==> src/rtl/priority_decoder_monitor.sv <==
// Receive-side checker for a 4-to-2 priority encoder: decodes the observed code,
// compares it against a golden encoding, and classifies stuck-at faults per window.
module priority_decoder_monitor #(
  parameter int WINDOW = 16,
  parameter int CNT_W  = 8
) (
  input  logic             clk,
  input  logic             rst,
  input  logic             start,
  input  logic             in_valid,
  output logic             in_ready,
  input  logic [3:0]       d_in,
  input  logic [1:0]       y_in,
  output logic [3:0]       dec_out,
  output logic             dec_valid,
  output logic             mismatch,
  output logic [CNT_W-1:0] err_count,
  output logic [1:0]       sa0,
  output logic [1:0]       sa1,
  output logic             busy,
  output logic             done
);

  typedef enum logic [1:0] {
    IDLE   = 2'd0,
    RUN    = 2'd1,
    REPORT = 2'd2
  } state_t;

  localparam int              SCW     = (WINDOW > 1) ? $clog2(WINDOW) : 1;
  localparam logic [SCW-1:0]  LAST    = SCW'(WINDOW - 1);
  localparam logic [CNT_W-1:0] CNT_MAX = {CNT_W{1'b1}};

  // Highest set bit of d wins; an all-zero input encodes as 00.
  function automatic logic [1:0] golden(input logic [3:0] d);
    logic [1:0] g;
    if (d[3]) begin
      g = 2'b11;
    end else if (d[2]) begin
      g = 2'b10;
    end else if (d[1]) begin
      g = 2'b01;
    end else begin
      g = 2'b00;
    end
    return g;
  endfunction

  state_t           state_r, state_nxt_s;
  logic [SCW-1:0]   smp_cnt_r;
  logic [CNT_W-1:0] err_cnt_r;
  logic [1:0]       f0_r, f1_r, seen0_r, seen1_r;
  logic [3:0]       dec_out_r;
  logic             dec_valid_r, mismatch_r;

  logic             accept_s, last_s, launch_s, miss_s;
  logic [1:0]       golden_s;

  assign golden_s = golden(d_in);
  assign miss_s   = (y_in != golden_s);
  assign accept_s = in_valid && (state_r == RUN);
  assign last_s   = accept_s && (smp_cnt_r == LAST);
  assign launch_s = start && (state_r != RUN);

  // Next-state selection for the window sequencer.
  always_comb begin
    state_nxt_s = state_r;
    case (state_r)
      IDLE: begin
        if (start) state_nxt_s = RUN;
        else       state_nxt_s = IDLE;
      end
      RUN: begin
        if (last_s) state_nxt_s = REPORT;
        else        state_nxt_s = RUN;
      end
      REPORT: begin
        if (start) state_nxt_s = RUN;
        else       state_nxt_s = REPORT;
      end
      default: state_nxt_s = IDLE;
    endcase
  end

  // State register.
  always_ff @(posedge clk or posedge rst) begin
    if (rst) state_r <= IDLE;
    else     state_r <= state_nxt_s;
  end

  // Window statistics: sample count, saturating error count, sticky fault flags.
  always_ff @(posedge clk or posedge rst) begin
    if (rst) begin
      smp_cnt_r <= '0;
      err_cnt_r <= '0;
      f0_r      <= 2'b00;
      f1_r      <= 2'b00;
      seen0_r   <= 2'b00;
      seen1_r   <= 2'b00;
    end else if (launch_s) begin
      smp_cnt_r <= '0;
      err_cnt_r <= '0;
      f0_r      <= 2'b00;
      f1_r      <= 2'b00;
      seen0_r   <= 2'b00;
      seen1_r   <= 2'b00;
    end else if (accept_s) begin
      smp_cnt_r <= last_s ? '0 : smp_cnt_r + SCW'(1);
      if (miss_s && (err_cnt_r != CNT_MAX)) err_cnt_r <= err_cnt_r + CNT_W'(1);
      f0_r      <= f0_r | (golden_s & ~y_in);
      f1_r      <= f1_r | (~golden_s & y_in);
      seen0_r   <= seen0_r | ~y_in;
      seen1_r   <= seen1_r | y_in;
    end
  end

  // One-cycle-latency decode result; dec_out keeps its last value between accepts.
  always_ff @(posedge clk or posedge rst) begin
    if (rst) begin
      dec_out_r   <= 4'b0000;
      dec_valid_r <= 1'b0;
      mismatch_r  <= 1'b0;
    end else begin
      dec_valid_r <= accept_s;
      mismatch_r  <= accept_s && miss_s;
      if (accept_s) dec_out_r <= 4'b0001 << y_in;
    end
  end

  assign in_ready  = (state_r == RUN);
  assign busy      = (state_r == RUN);
  assign done      = (state_r == REPORT);
  assign dec_out   = dec_out_r;
  assign dec_valid = dec_valid_r;
  assign mismatch  = mismatch_r;
  assign err_count = err_cnt_r;
  // A bit is stuck only if it failed one way and never showed the other value.
  assign sa0       = done ? (f0_r & ~seen1_r) : 2'b00;
  assign sa1       = done ? (f1_r & ~seen0_r) : 2'b00;

endmodule

==> config.mk <==
export PLATFORM = sky130hd
export DESIGN_NAME = priority_decoder_monitor
export DESIGN_NICKNAME = d
export VERILOG_FILES = /design/src/rtl/priority_decoder_monitor.sv
export SDC_FILE = /design/constraint.sdc
export NUM_CORES = 1
export LEC_CHECK = 0
export CORE_MARGIN = 8
export CORE_UTILIZATION = 40
export DETAILED_ROUTE_END_ITERATION = 12
export MAX_ROUTING_LAYER = met4
export PLACE_DENSITY_LB_ADDON = 0.05
export SLEW_MARGIN = 20
export SYNTH_ARGS = -nofsm -noshare
export SYNTH_HDL_FRONTEND = slang
export SYNTH_SLANG_ARGS = --single-unit
==> constraint.sdc <==
create_clock -name clk -period 2.3 [get_ports clk]
set_input_delay 0.46 -clock clk [delete_from_list [all_inputs] [get_ports clk]]
set_output_delay 0.46 -clock clk [all_outputs]
set_load 0.03 [all_outputs]
# Yosys cells after proc, flatten, opt, wreduce, memory -nomap -nowiden
# Cells that the tools add are included.
[totals]
wordCells = 63
latchBits = 0
romBits = 0
in_bits = 10
mem_count = 0
ram_bits = 0
regBits = 28
[classes]
div = 0
shift = 1
magnitude_cmp = 0
bitwise = 12
reduce_logical = 9
n_mul = 0
n_addsub = 2
n_mux = 23
eq_ne = 6
[op_table]
columns = ["op", "count"]
rows = [
  ["2-bit 2-to-1 mux", 14],
  ["8-bit 2-to-1 mux", 3],
  ["4-bit 2-to-1 mux", 3],
  ["8-bit by 1-bit adder with 8-bit output, second input constant", 1],
  ["2-bit bitwise AND", 4],
  ["8-bit != test, second input constant", 1],
  ["2-bit inverter", 4],
  ["2-bit OR", 4],
  ["2-bit case mux with 3 select lines", 1],
  ["1-bit logical AND", 5],
  ["4-bit by 1-bit adder with 4-bit output, second input constant", 1],
  ["4-bit == test, second input constant", 1],
  ["2-bit nonzero test", 2],
  ["1-bit by 2-bit left shift with 4-bit output, first input constant", 1],
  ["2-bit by 1-bit == test with 1-bit output, second input constant", 1],
  ["2-bit == test, second input constant", 1],
  ["2-bit zero test", 1],
  ["1-bit 2-to-1 mux", 2],
  ["2-bit by 1-bit != test with 1-bit output, second input constant", 1],
  ["2-bit != test", 1],
  ["2-bit AND reduction", 1],
]

# Logic depth before layout (Yosys ltp)
[depth]
word_depth = 8
ltp_mapped = 8

# Worst setup path before layout
# No wires, ideal clock.
[synth_timing]
path_type = "register to output"
startpoint = "register state_r[0]"
endpoint = "output port sa0[0]"
arrival_ns = 1.347
stages_incl_launch_ff = 4
path_slack_ns = 0.493
cell_sequence = "dfrtp_1 inv_1 nand2_1 nor3b_1"
[synth_between]
elab_chain_cells = 2
[synth_rtl]
columns = ["element", "line_no", "source"]
rows = [
  ["from (decl)", "49", "state_t state_r, state_nxt_s;"],
  ["from (signal assigned)", "88", "else state_r <= state_nxt_s;"],
  ["2-bit == test", "132", "assign done = (state_r == REPORT);"],
  ["2-bit 2-to-1 mux", "138", "assign sa0 = done ? (f0_r & ~seen1_r) : 2'b00;"],
  ["to (decl)", "18", "output logic [1:0] sa0,"],
]
# No other way between the ends.

# Worst setup path after layout
[layout_timing]
startpoint = "register state_r[0]"
endpoint = "output port sa1[1]"
[layout_between]
elab_chain_cells = 2
[layout_rtl]
columns = ["element", "line_no", "source"]
rows = [
  ["2-bit == test", "132", ""],
  ["2-bit 2-to-1 mux", "139", "assign sa1 = done ? (f1_r & ~seen0_r) : 2'b00;"],
  ["to (decl)", "19", "output logic [1:0] sa1,"],
]
# No other way between the ends.

==> flow_summary.toml <==
[timing]
drv_slew = 0
min_period_ns = 2.21
skew_ns = 0.00746
hold_viol_final = 0
max_freq_mhz = 452
fin_ws_ns = 0.0865
max-slew-margin-rel = 0.760
setup_viol = 0
period_share = 0.962
rsz0062_at_grt = "false"
worst_pin_slew_ns = 0.360
finalSetupTns_ns = 0

[detailed_routing]
ant_nets = 0
drt-vias-per-instance = 4.95
wirelength_um = 3060
wl_met2_um = 1440
topRoutingLayerUsed = "met4"
drt-initial-drc-count = 47
wl_per_cell_um = 14.2
drt-pass1-iter-count = 5
routed-wl-met3_um = 140
dr_total_vias = 1069
drc = 0
wl_met1_um = 1470

[clock_network]
cts-root-buf = "clkbuf_4"
worstSkewPairLatency_ns = 0.34
clk_pin_slew_ns = 0.16
cts_max_level = 1
cts_setup_buffers = 0
cts.sinks = 28
tritoncts = "built"
ctsHoldBuffers = 0
clockBufferDepth = 2
cts_buffers = 3

[synthesis]
syn_area_um2 = 1380
synth_cell_types = 38
synth-seq-area-share = 0.507
ys_ff_latch = 28
avgSynthCellArea_um2 = 10.2
syn_inst = 135
ys_warn_count = 0
syn_nets = 151

[setup_path]
path_delay_family = "buffers and inverters"
cp_data_required_time_ns = 1.84
path_max_fanout = 5
arrival_ns = 1.75
crit_slowest_cell = "dfrtp_1"
cp-start-kind = "register"
cp_slowest_stage_delay_ns = 0.47
path_buf_inv = 2
end_kind = "primary output"
worstSetupPathType = "reg -> out"
path_cells = "inv_1, nand2_1, nor3b_1, clkdlybuf4s15_1"

[global_routing]
grt_overflow = 0
antenna_found_initial = 0
grt_max_degree = 29
gr-usage-all-layers = 0.121
grt_pass1_vias = 1065
grt_pass1_wl_um = 5090

[layout]
layout_common_cells = "28 x dfrtp_1, 22 x clkdlybuf4s50_1, 12 x nand2_1, 12 x inv_1"
final_common_cell = "dfrtp_1"
fin_area_um2 = 1800
nets = 187
area_growth_pct = 30.0
antenna_cells = 0
drive_gt1_frac = 0.124

[pwr]
p_leak_nw = 0.837
ir_worst_vdd_mv = 0.506
pwr-share-comb = 0.409
seqPwrFrac = 0.421
clkPwrFrac = 0.170
p_sw_w = 0.000756
powerDensity_nw_per_um2 = 1080
p_int_w = 0.00119
switching_share = 0.389

[die]
initial_core_util = 0.414
die_area_um2 = 5590
die_h_um = 74.8
rows = 21
core_area_um2 = 3340
boundaryPins = 31
dieWidth_um = 74.8

[placed_design]
placed_area_um2 = 1750
dp.final_hpwl_um = 2250
place_congestion = 0.790
io_buffers = 29
place_ws_ns = 0.00294

[job]
max-cap-violations = 0

[run_status]
status = "finished, final reports clean"

[worst_hold_path]
hp-class = "in -> async"
[metrics by stage]
stage | cells | utilization | power [W] | hold WS [ns]
3_5_place_dp | 212 | 0.525 | 0.00164 | 0.473
3_3_place_gp | 212 | 0.525 | 0.00161 | 0.462
2_1_floorplan | 135 | - | 0.00135 | 0.455
4_1_cts | 216 | 0.538 | 0.00197 | 0.461
5_1_grt | 216 | 0.538 | 0.00208 | 0.466
6_report | 216 | 0.538 | 0.00194 | 0.452
[Yosys cell counts]
cell type	instances	area, µm²
nand2b_1	2	12.5
buf_4	2	15.0
a21o_1	3	22.5
dfrtp_1	28	701
nand4b_1	1	8.76
and2_4	2	17.5
xor2_1	1	8.76
or2_2	1	6.26
nor3_2	1	10.0
buf_2	2	10.0
a22o_1	2	17.5
and4_1	1	8.76
nand3_1	3	15.0
ha_1	6	75.1
a211oi_1	1	7.51
inv_2	1	3.75
a31oi_1	1	6.26
a21boi_0	1	7.51
mux2i_1	3	30.0
nor3_1	1	5.00
a311oi_1	1	8.76
and3_1	1	6.26
a21oi_1	10	50.1
inv_1	12	45.0
nand4_1	3	18.8
nand2_2	1	6.26
and4b_1	1	10.0
nand3b_4	1	20.0
o21ai_0	1	5.00
o211ai_1	3	22.5
o31ai_1	7	52.6
a31o_2	1	8.76
nor2_1	10	37.5
nand2_1	12	45.0
and2_1	1	6.26
a22oi_1	2	15.0
inv_4	1	6.26
nor3b_1	4	30.0
[power groups by stage]
stage                     sequential [W]  clock [W]  combinational (W)
final                           0.000818   0.000329           0.000795
after global routing            0.000846   0.000359           0.000879
after CTS                       0.000817   0.000342           0.000809
after detailed placement        0.000828          0           0.000810
after global placement          0.000820          0           0.000786
after floorplan                 0.000933          0           0.000414
[sequential cells by signal, summed over array words and instances (netlist names)]
name / cells
smp_cnt_r: 4
seen1_r: 2
err_count: 8
mismatch: 1
state_r: 2
seen0_r: 2
dec_out: 4
dec_valid: 1
f0_r: 2
f1_r: 2
[cell type report]
cell class                      instances  area (µm²)
Timing Repair Buffer                   35         329
Fill cell                             319        1540
Inverter                               14        55.1
Multi-Input combinational cell         89         602
Tap cell                               46        57.6
Clock buffer                            3        22.5
Clock inverter                          1        30.0
Sequential cell                        28         701
[timing repair]
action | CTS | global route
hold endpoints to repair | 0 | 0
setup endpoints to repair | 5 | 6
cloned | 0 | 0
resized for setup | 5 | 10
[worst register-to-register path, cell delays in order (launching register included)]
cell and delay (ns):
dfrtp_1 0.45, nand3b_4 0.25, inv_4 0.22, nand2_2 0.12, a21o_1 0.20, mux2i_1 0.12
[final timing paths]
| path | start | slack, ns | cells past startpoint | to |
|---|---|---|---|---|
| setup / recovery | state_r[0]$_DFF_PP0_ | 0.09 | 4 | sa1[1] |
| hold / removal | rst | 0.45 | 3 | err_count[2]$_DFFE_PP0P_ |
| setup reg to reg | state_r[1]$_DFF_PP0_ | 0.84 | 5 | err_count[0]$_DFFE_PP0P_ |
| hold reg to reg | dec_out[1]$_DFFE_PP0P_ | 0.50 | 2 | dec_out[1]$_DFFE_PP0P_ |
| max in group asynchronous | rst | 1.57 | 3 | smp_cnt_r[3]$_DFFE_PP0P_ |
| min in group clk | dec_out[1]$_DFFE_PP0P_ | 0.50 | 2 | dec_out[1]$_DFFE_PP0P_ |
[cell families (layout without fill, tap and decap cells)]
logic type | Yosys count | after routing | share of synthesized area
and+or+nand+nor | 46 | 46 | 0.191
AOI/OAI and AO/OA | 33 | 33 | 0.162
DFF | 28 | 28 | 0.507
buffers and inverters | 18 | 53 | 0.0579
adders and majority gates | 6 | 6 | 0.0543
muxes | 3 | 3 | 0.0217
xor gates and xnor gates | 1 | 1 | 0.00634
[metal layers]
metal / vias to the layer above / track usage
met5: - / -
met4: 0 / 0.0261
met3: 2 / 0.0373
met2: 20 / 0.186
met1: 507 / 0.153
li1: 540 / -
(Power assumes the default switching activity.)
